==> config.mk <==
export PLATFORM = sky130hd
export DESIGN_NAME = spi_slave_frame_rx
export DESIGN_NICKNAME = d
export VERILOG_FILES = /design/src/rtl/spi_slave_frame_rx.sv
export SDC_FILE = /design/constraint.sdc
export NUM_CORES = 1
export LEC_CHECK = 0
export BUFFER_PORTS_ARGS = -buffer_cell sky130_fd_sc_hd__buf_4
export CAP_MARGIN = 25
export CORE_UTILIZATION = 50
export DETAILED_ROUTE_END_ITERATION = 10
export GPL_ROUTABILITY_DRIVEN = 0
export PLACE_DENSITY_LB_ADDON = 0.2
export SETUP_SLACK_MARGIN = 0.05
export SLEW_MARGIN = 10
export SYNTH_ARGS = -nofsm -noshare
export SYNTH_HDL_FRONTEND = slang
export SYNTH_SLANG_ARGS = --single-unit
export TNS_END_PERCENT = 100
==> constraint.sdc <==
create_clock -name clk -period 1.5 [get_ports clk]
set_input_delay 0.45 -clock clk [delete_from_list [all_inputs] [get_ports clk]]
set_output_delay 0.45 -clock clk [all_outputs]
set_load 0.01 [all_outputs]
==> src/rtl/spi_slave_frame_rx.sv <==
// spi_slave_frame_rx
// SPI mode-0 slave receiver. SCLK, MOSI and n_SS are oversampled in the clk
// domain. Two bytes are assembled MSB first into one 16-bit frame. The low
// DATA_W bits are published on rx_value when they do not exceed MAX_VALUE.
// Larger frames are rejected with a frame_err pulse.
//
// Ports
//   clk        system clock (SCLK must be at most clk/8)
//   reset      asynchronous, active-high reset
//   SCLK       SPI clock from the master, idle low
//   MOSI       serial data from the master
//   MISO       serial data to the master (echo option, otherwise 0)
//   n_SS       active-low slave select
//   rx_value   last accepted value, held until the next accepted frame
//   rx_valid   one-clk pulse when rx_value updates
//   frame_err  one-clk pulse when a complete frame is rejected
//
// Configuration macro
//   SPI_RX_ECHO_EN  when defined, MISO shifts out the last accepted 16-bit
//                   frame MSB first. When undefined, MISO is tied to 0.
module spi_slave_frame_rx #(
  parameter int SYNC_STAGES = 2,
  parameter int DATA_W      = 14,
  parameter int MAX_VALUE   = 9999
) (
  input  logic              clk,
  input  logic              reset,
  input  logic              SCLK,
  input  logic              MOSI,
  output logic              MISO,
  input  logic              n_SS,
  output logic [DATA_W-1:0] rx_value,
  output logic              rx_valid,
  output logic              frame_err
);

`ifdef SPI_RX_ECHO_EN
  // The echo path needs the whole frame, including the ignored top bits.
  localparam int FRAME_W = 16;
`else
  localparam int FRAME_W = DATA_W;
`endif

  localparam logic [DATA_W-1:0] MAX_V = DATA_W'(MAX_VALUE);

  typedef enum logic [1:0] {IDLE, SHIFT, CHECK} state_t;

  state_t               state;
  logic [3:0]           bit_cnt;
  logic [FRAME_W-1:0]   shift_reg;

  // SCLK and n_SS get one extra stage so that edges can be detected by
  // comparing the last two stages. The data stage SYNC_STAGES-1 lines up
  // with MOSI.
  logic [SYNC_STAGES:0]   sclk_sync;
  logic [SYNC_STAGES:0]   ss_sync;
  logic [SYNC_STAGES-1:0] mosi_sync;

  logic sclk_rise;
  logic ss_low;
  logic ss_fall;
  logic mosi_s;
  logic frame_ok;

  always_ff @(posedge clk or posedge reset) begin
    if (reset) begin
      sclk_sync <= '0;
      ss_sync   <= '0;
      mosi_sync <= '0;
    end else begin
      sclk_sync <= {sclk_sync[SYNC_STAGES-1:0], SCLK};
      ss_sync   <= {ss_sync[SYNC_STAGES-1:0], n_SS};
      mosi_sync <= {mosi_sync[SYNC_STAGES-2:0], MOSI};
    end
  end

  assign sclk_rise = sclk_sync[SYNC_STAGES-1] & ~sclk_sync[SYNC_STAGES];
  assign ss_low    = ~ss_sync[SYNC_STAGES-1];
  // After reset the n_SS chain reads 0. An n_SS that is held low through
  // reset therefore never shows a fall, and a fresh select is required.
  assign ss_fall   = ss_sync[SYNC_STAGES] & ~ss_sync[SYNC_STAGES-1];
  assign mosi_s    = mosi_sync[SYNC_STAGES-1];
  assign frame_ok  = (shift_reg[DATA_W-1:0] <= MAX_V);

  always_ff @(posedge clk or posedge reset) begin
    if (reset) begin
      state     <= IDLE;
      bit_cnt   <= '0;
      shift_reg <= '0;
      rx_value  <= '0;
      rx_valid  <= 1'b0;
      frame_err <= 1'b0;
    end else begin
      rx_valid  <= 1'b0;
      frame_err <= 1'b0;
      case (state)
        IDLE: begin
          bit_cnt <= '0;
          if (ss_fall) state <= SHIFT;
        end
        SHIFT: begin
          if (!ss_low) begin
            // A deselect mid-frame drops the partial frame.
            state   <= IDLE;
            bit_cnt <= '0;
          end else if (sclk_rise) begin
            shift_reg <= {shift_reg[FRAME_W-2:0], mosi_s};
            if (bit_cnt == 4'd15) begin
              bit_cnt <= '0;
              state   <= CHECK;
            end else begin
              bit_cnt <= bit_cnt + 4'd1;
            end
          end
        end
        CHECK: begin
          if (frame_ok) begin
            rx_value <= shift_reg[DATA_W-1:0];
            rx_valid <= 1'b1;
          end else begin
            frame_err <= 1'b1;
          end
          state <= ss_low ? SHIFT : IDLE;
        end
        default: state <= IDLE;
      endcase
    end
  end

`ifdef SPI_RX_ECHO_EN
  logic [15:0] tx_reg;
  logic [15:0] last_frame;
  logic        sclk_fall;

  assign sclk_fall = sclk_sync[SYNC_STAGES] & ~sclk_sync[SYNC_STAGES-1];
  assign MISO      = tx_reg[15];

  // tx_reg is loaded when a frame window opens and at every frame boundary.
  // The SCLK fall that follows the 16th rise (bit_cnt back at 0) must not
  // shift, because bit 15 of the next frame is already presented.
  always_ff @(posedge clk or posedge reset) begin
    if (reset) begin
      tx_reg     <= '0;
      last_frame <= '0;
    end else begin
      case (state)
        IDLE:  tx_reg <= ss_fall ? last_frame : 16'h0000;
        SHIFT: begin
          if (!ss_low) tx_reg <= '0;
          else if (sclk_fall && bit_cnt != 4'd0) tx_reg <= {tx_reg[14:0], 1'b0};
        end
        CHECK: begin
          if (frame_ok) last_frame <= shift_reg;
          if (!ss_low) tx_reg <= '0;
          else         tx_reg <= frame_ok ? shift_reg : last_frame;
        end
        default: tx_reg <= '0;
      endcase
    end
  end
`else
  assign MISO = 1'b0;
`endif

endmodule

Word-level counts from Yosys, hierarchy flattened
Index checks and enable logic that the tools add are counted.
{ "classes": {"addsub": 1, "magnitude_cmp": 1, "n_eq_ne": 6, "muxes": 14, "bitwise": 4, "reduce_logical": 6} }
{ "op_table": {"columns": ["operator", "count"], "rows": [
  ["<= comparator 14 bit (second input constant)", 1],
  ["2-to-1 mux 4 bit", 3],
  ["2-to-1 mux 2 bit", 4],
  ["one-hot mux 4 bit (2 select lines)", 1],
  ["!= test 3 bit (second input constant)", 2],
  ["one-hot mux 2 bit (3 select lines)", 1],
  ["AND reduction 3 bit", 2],
  ["2-to-1 mux 1 bit", 5],
  ["adder 4 x 1 -> 4 bit (second input constant)", 1],
  ["== test 4 bit (second input constant)", 1],
  ["AND reduction 2 bit", 2],
  ["bitwise AND 1 bit", 2],
  ["== test 2 x 1 -> 1 bit (second input constant)", 1],
  ["== test 2 bit (second input constant)", 1],
  ["zero test 2 bit", 1],
  ["!= test 2 bit (second input constant)", 1],
  ["inverter 1 bit", 2],
  ["nonzero test 2 bit", 1]
]} }
{ "word_totals": {"reg_bits": 44, "in_bits": 5, "output_inout_bits": 17, "wordCells": 41} }

Logic depth before layout (Yosys ltp)
{ "logic_depth": {"depth_word": 5, "mapped_depth": 5, "ltp_nobuf": 5} }

Worst setup path before layout
No wires, ideal clock.
{ "synth_path": {"path_kind": "reg-to-reg", "from": "reg shift_reg[4]", "to": "reg rx_value[0]", "setup_ps": 125, "t_arrival_ps": 1435, "required_ps": 1375, "slack_ps": -60, "stages_incl_launch_ff": 5, "path_buffers": 1, "period_less_slack_ps": 1560, "path_cell_list": "dfrtp_1 nor4_1 o211ai_2 buf_6 mux2_4"} }
{ "synth_via": {"elab_chain_len": 2} }
{ "synth_lines": {"columns": ["item", "line", "rtl"], "rows": [
  ["start, declared", "50", "logic [FRAME_W-1:0] shift_reg;"],
  ["start signal, assigned", "107", "shift_reg <= {shift_reg[FRAME_W-2:0], mosi_s};"],
  ["<= comparator 14 bit", "83", "assign frame_ok = (shift_reg[DATA_W-1:0] <= MAX_V);"],
  ["AND reduction 2 bit (no source line)", null, null],
  ["end signal, assigned", "118", "rx_value <= shift_reg[DATA_W-1:0];"],
  ["end, declared", "32", "output logic [DATA_W-1:0] rx_value,"]
]} }
No other way between the ends.
A chain may end at the register's enable or synchronous reset.

Worst setup path after layout
{ "layout_path": {"from": "reg sclk_sync[2]", "to": "reg shift_reg[13]"} }
{ "layout_via": {"elab_chain_len": 3} }
{ "layout_lines": {"columns": ["item", "line", "rtl"], "rows": [
  ["start, declared", "55", "logic [SYNC_STAGES:0] sclk_sync;"],
  ["start signal, assigned", "71", "sclk_sync <= {sclk_sync[SYNC_STAGES-1:0], SCLK};"],
  ["inverter 1 bit", "77", "assign sclk_rise = sclk_sync[SYNC_STAGES-1] & ~sclk_sync[SYNC_STAGES];"],
  ["bitwise AND 1 bit", "77", null],
  ["AND reduction 3 bit (no source line)", null, null]
]} }
No other way between the ends.

==> impl_metrics.ini <==
[timing]
rsz0062_at_grt = true
period_minus_slack_ps = 1474
finalMaxSlewViolations = 0
finalHoldViolCount = 0
setup_viol = 0
max_clock_freq_mhz = 678.6
fin_worst_skew_ps = 17.59
postLayoutSetupSlackWorst_ps = 26.48
timing.final.crit_share = 0.9823

[finish]
antenna_cells = 0
design_area_mm2 = 0.002220
nets = 160
final_cells = 201
syn_to_final_growth_pct = 26.26
utilization = 0.6600
drive_above_1_share = 0.5484
n_fill_cell = 280

[routing]
drc_errors = 0
antenna_left = 0
wirelength_um = 2845
drt-vias-per-instance = 5.030
dr.pass1.iters = 3
drt_iter0_drc = 50
vias = 1011
drt-wirelength-per-cell_um = 14.15

[critical_path]
cp_max_fo = 10
worstSetupStartpointType = flip-flop
path_delay_family = simple AND/OR/NAND/NOR gates
crit_arrival_ps = 1720
crit_path_end_kind = flip-flop
crit_type = reg2reg
crit_slowest_cell = dfrtp_1
cpPeakStageDelay_ps = 380
path_cells = nand2b_4 -> or3_4 -> buf_8 -> mux2_4
crit_buf_inv = 1
cp.required_ps = 1740

[placed_design]
place_area_mm2 = 0.002048
port-buffer-count = 20
place_ws_ps = 19.40
dp_hpwl_um = 1932
dp_cells = 189

[die]
die_height_um = 61.30
core_mm2 = 0.003363
pin_count = 22
die_w_um = 61.30
rows = 21
start_util = 0.5227
die-area_mm2 = 0.003757

[cts]
clk_pin_slew_worst_paths_ps = 130
insertion_delay_ps = 360
clockBufferDepth = 2
clockRootBuffer = clkbuf_4
numCtsBuffers = 5
cts.sinks = 44
cts_tree = yes
hold_buffers = 0
htree_levels = 2

[grt]
grt_start_max_net_pins = 45
grt_pass1_wl_um = 4595
grt_antenna_before_repair = 0
overflow = 0
grt_pass1_vias = 997
grt_usage = 0.1774

[synthesis]
synth_nets = 120
netlist_area_mm2 = 0.001758
ys_types = 29
syn_avg_cell_area_um2 = 15.42
yosys_warnings = 0
yosys_register_bits = 44
ys_seq_area_frac = 0.6263
post_synth_inst_count = 114

[flow_run]
max_cap_violations = 0

[outcome]
status = completed

[pwr]
peakVddDrop_mv = 0.6084
fin_total_pwr_w = 0.002772
leakagePower_nw = 1.174
power.density_mw_per_mm2 = 1249

[hold_path]
hold_path_class = in2async
final cells by class:
class                   count  area, um2  area share
clock buffers               6      51.30     0.02311
clock inverters             2      38.79     0.01747
inverters                   5      22.52     0.01015
multi-input cells          61      635.6      0.2864
flip-flops and latches     44       1105      0.4977
well taps                  46      57.56     0.02593
repair buffers             37      309.0      0.1392
worst reg2reg max path, stage by stage (launching register included):
cell and delay, ps:
dfrtp_1 380, nand2b_4 140, or3_4 380, buf_8 160, mux2_4 300
timing repair:
item	4_1_cts	5_1_grt
resized for setup	7	8
gates cloned	0	0
setup endpoints to repair	23	30
pin swaps	1	1
setup buffers	2	2
final timing paths:
| check | startpoint | end | slack (ps) | cells past startpoint |
|---|---|---|---|---|
| worst max-delay path | sclk_sync[2] | shift_reg[13] | 30 | 4 |
| worst min-delay path | reset | shift_reg[12] | 120 | 3 |
| worst max register to register | sclk_sync[2] | shift_reg[13] | 30 | 4 |
| worst min register to register | sclk_sync[0] | sclk_sync[1] | 360 | 0 |
| max in group asynchronous | reset | shift_reg[4] | 1150 | 3 |
| min in group clk | n_SS | ss_sync[0] | 190 | 1 |
where the power goes:
group	leakage (nW)	switching, W	internal [W]	total [W]
Combinational	0.546	0.000229	0.000333	0.000562
Clock	0.0484	0.000375	0.000399	0.000775
Sequential	0.579	0.000107	0.00133	0.00144
metrics by stage:
| step | hold slack [ps] | setup TNS (ps) |
|---|---|---|
| 2_1_floorplan | 331.2 | -125.2 |
| 3_3_place_gp | 331.6 | 0 |
| 3_5_place_dp | 334.7 | 0 |
| 4_1_cts | 118.1 | 0 |
| 5_1_grt | 128.2 | -14.50 |
| 6_report | 123.9 | 0 |
cell families after synthesis:
logic type	share of synthesized area
muxes	0.2093
AOI/OAI and AO/OA	0.05623
DFF	0.6263
buffers and inverters	0.03915
and+or+nand+nor	0.05979
adders and majority gates	0.007116
other	0.002133
synthesized netlist by cell type, drive strengths merged:
master	count	area, um2
nor3b	1	7.510
a31o	1	8.760
a21o	1	7.510
o32a	1	11.26
nand3	3	15.01
mux2	27	367.9
dfrtp	44	1101
inv	5	18.77
a2bb2oi	1	8.760
nor4	1	6.260
o211ai	1	12.51
conb	1	3.750
nand2b	3	21.27
o41ai	1	8.760
buf	4	50.05
nor2	4	15.01
or3	1	6.260
and2b	1	8.760
o21ai	5	25.02
ha	1	12.51
nand4	2	12.51
nor3	1	5.000
nand2	2	7.510
a31oi	1	6.260
o311a	1	10.01
cells in the final DEF (no fill, tap or decap), types with 2 or more instances in the layout:
| cell type | netlist | final |
|---|---|---|
| buf_4 | 1 | 32 |
| buf_6 | 2 | 3 |
| clkbuf_4 | 0 | 5 |
| dfrtp_1 | 44 | 41 |
| dfrtp_2 | 0 | 3 |
| inv_1 | 5 | 4 |
| mux2_2 | 10 | 8 |
| mux2_4 | 17 | 19 |
| nand2_1 | 2 | 2 |
| nand2b_4 | 0 | 2 |
| nand3_1 | 3 | 3 |
| nand4_1 | 2 | 2 |
| nor2_1 | 4 | 4 |
| o21ai_0 | 5 | 3 |
| o21ai_1 | 0 | 2 |
per-layer routing:
layer	routed length, um	GRT usage
met5	0	0
met4	53	0.07792
met3	87	0.05672
met2	1464	0.2888
met1	1239	0.2172
Power figures use the tool's default switching activity.
